==> src/rtl/cp_issue_queue.sv <==
// Coprocessor issue queue: buffers core instructions, drops illegal opcodes, bubbles after loads.
// Latency 1 cycle push-to-issue; in_ready falls when full (registered count) or flushing.

module cp_fifo #(
  parameter int WIDTH = 32,
  parameter int DEPTH = 4
) (
  input  logic                       clk,
  input  logic                       rst_n,
  input  logic                       clr,
  input  logic                       push,
  input  logic [WIDTH-1:0]           push_dat,
  input  logic                       pop,
  output logic [WIDTH-1:0]           head_dat,
  output logic [$clog2(DEPTH):0]     count
);
  localparam int PTR_W = $clog2(DEPTH);
  localparam int CNT_W = PTR_W + 1;

  logic [WIDTH-1:0] mem [DEPTH];
  logic [PTR_W-1:0] wr_ptr;
  logic [PTR_W-1:0] rd_ptr;

  // Caller guarantees no push when full and no pop when empty.
  always_ff @(posedge clk) begin
    if (!rst_n || clr) begin
      wr_ptr <= '0;
      rd_ptr <= '0;
      count  <= '0;
    end else begin
      if (push) wr_ptr <= wr_ptr + PTR_W'(1);
      if (pop)  rd_ptr <= rd_ptr + PTR_W'(1);
      case ({push, pop})
        2'b10:   count <= count + CNT_W'(1);
        2'b01:   count <= count - CNT_W'(1);
        default: count <= count;
      endcase
    end
  end

  always_ff @(posedge clk) begin
    if (push) mem[wr_ptr] <= push_dat;
  end

  assign head_dat = mem[rd_ptr];
endmodule

module cp_issue_queue #(
  parameter int DEPTH      = 4,
  parameter int LOAD_STALL = 1
) (
  input  logic                   clk,
  input  logic                   rst_n,
  input  logic                   in_valid,
  input  logic [31:0]            in_instr,
  output logic                   in_ready,
  input  logic                   flush,
  input  logic                   issue_ready,
  output logic                   issue_valid,
  output logic [31:0]            issue_instr,
  output logic [5:0]             opcode,
  output logic [$clog2(DEPTH):0] count,
  output logic                   illegal_op
);
  localparam int CNT_W   = $clog2(DEPTH) + 1;
  localparam int STALL_W = (LOAD_STALL < 1) ? 1 : $clog2(LOAD_STALL + 1);
  localparam logic [CNT_W-1:0]   FULL_CNT   = CNT_W'(DEPTH);
  localparam logic [STALL_W-1:0] STALL_INIT = STALL_W'(LOAD_STALL);
  localparam logic [5:0]         OP_LOAD    = 6'b110011;

  typedef struct packed {
    logic [5:0]  opcode;
    logic [25:0] body;
  } instr_t;

  function automatic logic is_legal(input logic [5:0] op);
    return (op[5:4] == 2'b10) || ((op >= 6'b110000) && (op <= 6'b110100));
  endfunction

  instr_t             head;
  logic [CNT_W-1:0]   fifo_count;
  logic [STALL_W-1:0] stall_cnt;
  logic               head_vld;
  logic               head_legal;
  logic               stalled;
  logic               drop;
  logic               issue_fire;
  logic               push;
  logic               pop;

  cp_fifo #(
    .WIDTH ($bits(instr_t)),
    .DEPTH (DEPTH)
  ) u_fifo (
    .clk      (clk),
    .rst_n    (rst_n),
    .clr      (flush),
    .push     (push),
    .push_dat (in_instr),
    .pop      (pop),
    .head_dat (head),
    .count    (fifo_count)
  );

  assign head_vld   = (fifo_count != '0);
  assign head_legal = is_legal(head.opcode);
  assign stalled    = (stall_cnt != '0);

  // Illegal heads are held, not dropped, while a load interlock is running.
  assign issue_valid = head_vld & head_legal & ~stalled & ~flush;
  assign drop        = head_vld & ~head_legal & ~stalled & ~flush;
  assign issue_fire  = issue_valid & issue_ready;
  assign pop         = issue_fire | drop;

  assign in_ready = (fifo_count < FULL_CNT) & ~flush;
  assign push     = in_valid & in_ready;

  assign issue_instr = issue_valid ? head : '0;
  assign opcode      = issue_instr[31:26];
  assign count       = fifo_count;

  always_ff @(posedge clk) begin
    if (!rst_n || flush) begin
      stall_cnt <= '0;
    end else if (issue_fire && (head.opcode == OP_LOAD)) begin
      stall_cnt <= STALL_INIT;
    end else if (stalled) begin
      stall_cnt <= stall_cnt - STALL_W'(1);
    end
  end

  always_ff @(posedge clk) begin
    if (!rst_n || flush) begin
      illegal_op <= 1'b0;
    end else begin
      illegal_op <= drop;
    end
  end
endmodule

==> config.mk <==
export PLATFORM = sky130hd
export DESIGN_NAME = cp_issue_queue
export DESIGN_NICKNAME = d
export VERILOG_FILES = /design/src/rtl/cp_issue_queue.sv
export SDC_FILE = /design/constraint.sdc
export NUM_CORES = 1
export LEC_CHECK = 0
export ABC_AREA = 1
export BUFFER_PORTS_ARGS = -buffer_cell sky130_fd_sc_hd__buf_2
export CORE_MARGIN = 3
export CORE_UTILIZATION = 60
export DETAILED_ROUTE_END_ITERATION = 6
export GPL_TIMING_DRIVEN = 0
export HOLD_SLACK_MARGIN = 0.08
export PLACE_DENSITY = 0.83
export SETUP_SLACK_MARGIN = 0.5
export SLEW_MARGIN = 20
export SYNTH_ARGS = -nofsm -noshare
export SYNTH_HDL_FRONTEND = slang
export SYNTH_SLANG_ARGS = --single-unit
==> constraint.sdc <==
create_clock -name clk -period 5.7 [get_ports clk]
set_input_delay 0.57 -clock clk [delete_from_list [all_inputs] [get_ports clk]]
set_output_delay 0.57 -clock clk [all_outputs]
set_load 0.05 [all_outputs]
Word-level counts from Yosys, hierarchy flattened

Memories as Yosys holds them, arrays and structs flattened. A register that Yosys moved wholly into a read port is not among the register bits.
Cells that the tools add are included.
W data, S select, Z words.

Input bits: 37
Bits in registers: 9
Memory bits (writable): 128
Bits in read-only memories: 0
Word-level logic and storage cells: 46
Latch bits: 0
Output and inout bits: 44
Memories: 1

Mux-type cells: 8
Shift operators: 0
Add/subtract/negate cells: 5
Multipliers: 0
Bitwise operators: 13
Eq/ne operators: 4
Reduce and logical (&&, ||, !) cells: 7
Div/mod/pow operators: 0
Order comparisons: 3

Memories:

| memory     | words | bits a word | rd ports | clocked after memory_dff | write ports | RTL line | source |
|---|---|---|---|---|---|---|---|
| u_fifo.mem | 4     | 32          | 1        | 1                        | 1           | 20       | `logic [WIDTH-1:0] mem [DEPTH];` |

Operator list:

| kind                  | count |
|---|---|
| $mux W32              | 1 |
| $and A1 B1 Y1         | 9 |
| $eq A6 B6 Y1 const B  | 1 |
| $ge A6 B6 Y1 const B  | 1 |
| $le A6 B6 Y1 const B  | 1 |
| $pmux W3 S2           | 1 |
| $add A2 B1 Y2 const B | 2 |
| $eq A2 B2 Y1 const B  | 2 |
| $mux W1               | 4 |
| $mux W2               | 2 |
| $add A3 B1 Y3 const B | 1 |
| $lt A3 B3 Y1 const B  | 1 |
| $not A1 Y1            | 3 |
| $reduce_bool A3 Y1    | 1 |
| $sub A3 B1 Y3 const B | 1 |
| $eq A2 B1 Y1 const B  | 1 |
| $logic_and A1 B1 Y1   | 2 |
| $logic_or A1 B1 Y1    | 2 |
| $reduce_bool A2 Y1    | 1 |
| $logic_not A1 Y1      | 1 |
| $or A1 B1 Y1          | 1 |
| $sub A1 B1 Y1 const B | 1 |

Depth between registers and ports, before layout

Depth after elaboration: 10
Mapped depth: 18
Depth with buffers taken out: 18

Cells and area by module

From an unflattened synthesis, not the netlist that was laid out.

Cells, all modules: 464
Area, all modules: 5,730.5 µm²

By module, submodules not included:

| module         | sequential area each (µm²) | cells each | area each (µm²) | instances |
|---|---|---|---|---|
| cp_fifo        | 4,023.9                    | 366        | 5,215.0         | 1 |
| cp_issue_queue | 40.0                       | 98         | 515.5           | 1 |

Least setup slack after synthesis

OpenSTA, ideal clock, no wires.

Path kind: input -> register
From: in flush
To: mem u_fifo.mem[0][0], enable pin
Arrival time: 3.038 ns
Stages on the path: 3
Data required time: 5.279 ns
Setup time: 0.421 ns
Path buffers: 0
Path slack: 2.241 ns
Cell sequence: nor2_1 > nand2_1 > nor2_1

Cells in the longest elaborated chain, start to end: 5

Ends and longest elaborated chain:

| element                       | RTL line | source |
|---|---|---|
| start: declaration            | 57       | `input logic flush,` |
| $not A1 Y1                    | 115      | `assign in_ready = (fifo_count < FULL_CNT) & ~flush;` |
| $and A1 B1 Y1                 | 115      |  |
| $and A1 B1 Y1                 | 116      | `assign push = in_valid & in_ready;` |
| $mux W1                       | 42       | `if (push) mem[wr_ptr] <= push_dat;` |
| $mux W1 (not written as such) | 42       |  |
| end: declaration              | 20       |  |

No other way between the ends.

==> impl_metrics.py <==
metrics = {
    "status": {
        "outcome": "complete, no violations",
    },
    "place": {
        "hpwl_um": 7812,
        "place.gp.congestion": 0.7927,
        "io_buffers": 80,
    },
    "cells_and_area": {
        "postLayoutCoreUtil_pct": 76.53,
        "final_common_cell": "edfxtp_1",
        "drive_gt1_share_pct": 24.44,
        "synthToLayoutAreaGrowth_pct": 22.07,
        "layout.nets": 608,
        "antenna_cells": 0,
        "layout_common_cells": "edfxtp_1, nor2_1, buf_2, o21ai_0, a21oi_1",
    },
    "worst_setup_path": {
        "crit_arrival_ns": 2.61,
        "crit_type": "register to output port",
        "crit_path_start_kind": "register",
        "cp_max_fo": 10,
        "endpoint_kind": "output port",
        "required_ns": 5.13,
    },
    "sta": {
        "fin_crit_sh_pct": 55.74,
        "rsz0062_at_grt": "no",
        "maxSlewViolCount": 0,
        "period_needed_ns": 3.177,
        "tightest_slew_ns": 0.6176,
        "finalSetupTns_ns": 0,
        "hold_viol": 0,
        "skew_ns": 0.007838,
        "timing.fmax_mhz": 314.7,
        "relSlewSlack_pct": 58.73,
        "setup_viol": 0,
    },
    "power": {
        "vdd_ir_drop_max_mv": 0.2451,
        "p_switching_mw": 0.4743,
        "power.share.clock_pct": 45.7,
        "pwr-share-comb_pct": 3.8,
        "p_int_mw": 1.778,
        "p_seq_share_pct": 50.4,
        "p_leak_nw": 2.574,
        "sw_frac_of_total_pct": 21.06,
        "power_density_mw_per_mm2": 331.0,
    },
    "drt": {
        "vias": 3941,
        "drtPass1Iterations": 5,
        "ant_nets": 0,
        "routed_wl_um": 12680,
        "wl_per_cell_um": 18.52,
        "drt-vias-per-instance": 5.753,
        "drcViolationCount": 0,
        "first_iter_violations": 308,
    },
    "clock_tree": {
        "cts_tree": "yes",
        "cts_sinks": 139,
        "numCtsBuffers": 17,
        "postCtsHoldBufs": 0,
        "clk_pin_slew_ns": 0.06,
        "h-tree-depth": 4,
        "root_buffer": "clkbuf_8",
        "clkLatencyLatePin_ns": 0.51,
        "post-cts-setup-buffers": 0,
        "cts_resized": 0,
        "clock_path_buffers": 2,
    },
    "grt": {
        "grt_start_max_net_pins": 24,
        "grt_pass1_wl_um": 19260,
        "grt_overflow": 0,
        "grtUsageTotal_pct": 25.21,
        "grt_antenna_before_repair": 0,
        "grt_pass1_vias": 3973,
    },
    "floorplan": {
        "row_count": 34,
        "io_pins": 81,
        "dieArea_mm2": 0.01048,
        "design.core.area_mm2": 0.008891,
        "fp.dieH_um": 102.4,
        "start_util_pct": 62.69,
        "die_w_um": 102.4,
    },
    "yosys": {
        "syn_area_per_cell_um2": 12.07,
        "synthesis.nets": 505,
        "ys_ff_latch": 139,
        "syn_area_mm2": 0.005574,
        "synth_cell_type_count": 25,
        "syn_inst": 462,
        "yosysTopAreaCell": "edfxtp_1",
        "yosysWarnings": 0,
        "ys_seq_area_share_pct": 72.91,
        "synth_area_leaders": "edfxtp_1, nor2_1, o21ai_0, dfxtp_1, a21oi_1",
        "synth_top_area_share_pct": 68.96,
    },
    "run": {
        "maxCapViolations": 0,
    },
    "hold_path": {
        "min_path_type": "primary input to register",
    },
}
==> critical path: stages (launching register included) <==
cell	delay, ns
dfxtp_1	0.38
buf_6	0.17
buf_6	0.15
clkbuf_1	0.44
nor2_1	0.13
nor2_1	0.16
o21ai_0	0.15
a21oi_1	0.21
buf_2	0.30
==> metrics by stage <==
step	hold WS, ns	std cells	power (mW)	worst slack [ns]	cell area, um^2
after floorplan	0.4897	462	1.200	2.241	5574
after CTS	0.2496	685	2.257	2.557	6804
after global routing	0.2511	685	2.319	2.415	6804
after detailed placement	0.5144	654	1.242	2.994	6242
final	0.2632	685	2.252	2.523	6804
after global placement	0.4826	650	1.232	1.910	6110
==> power by group through the flow <==
stage	Combinational (mW)	Sequential [mW]	Clock, mW
finish	0.0862	1.14	1.03
floorplan	0.0416	1.16	0
detailed placement	0.0850	1.16	0
CTS	0.0859	1.14	1.04
global route	0.0940	1.14	1.09
global placement	0.0751	1.16	0
==> layout make-up <==
| class | count | area, um^2 |
|---|---|---|
| clock buffers | 17 | 414.1 |
| fillers | 503 | 2087 |
| inverters | 19 | 71.32 |
| well taps | 108 | 135.1 |
| flip-flops and latches | 139 | 4064 |
| plain buffers | 28 | 162.7 |
| multi-input cells | 276 | 1306 |
| clock inverters | 14 | 147.6 |
| repair buffers | 84 | 503.0 |
==> logic make-up (layout without fill, tap and decap cells) <==
family	Yosys count	in the layout	synth area share, %
flip-flops	139	139	72.91
XOR/XNOR	1	1	0.1572
adder cells (fa/ha/maj)	6	6	1.481
AND/OR/NAND/NOR	172	172	12.21
buffers and inverters	47	162	4.198
AO/OA/AOI/OAI	97	97	9.046
==> layer usage <==
metal / routed length, um / vias up / GRT usage [%]
li1: - / 1817 / -
met1: 4829 / 1887 / 30.54
met2: 6528 / 208 / 41.63
met3: 1041 / 29 / 7.167
met4: 283 / 0 / 12.61
met5: 0 / - / 0
==> synth_stat cells <==
library cell and count:
a21oi_1 32, a21oi_2 1, and2_1 1, buf_2 4, buf_4 8, buf_6 3, clkbuf_1 13, dfxtp_1 11
edfxtp_1 128, fa_1 1, ha_1 5, inv_1 17, inv_2 2, nand2_1 29, nand2_2 2, nand3_1 9
nand3_2 1, nand4_1 2, nor2_1 125, nor3_1 2, nor4_1 1, o21ai_0 59, o21ai_1 3, o22ai_2 2
xor2_1 1
==> sequential cells by signal, summed over array words and instances (netlist names), named ones only <==
signal	flops
u_fifo.rd_ptr	2
u_fifo.mem	128
u_fifo.count	3
stall_cnt	1
u_fifo.wr_ptr	2
illegal_op	1
==> path summary, 6_finish.rpt <==
kind | slack [ns] | depth (start not counted) | startpoint | to
setup / recovery | 2.52 | 8 | register | issue_instr[12]
hold reg to reg | 0.53 | 2 | u_fifo.count[2] | u_fifo.count[2]
setup reg to reg | 2.99 | 17 | register | u_fifo.count[2]
hold / removal | 0.26 | 1 | in_instr[10] | u_fifo.mem[2][10]
No activity file was read; power rests on OpenSTA's default activity.
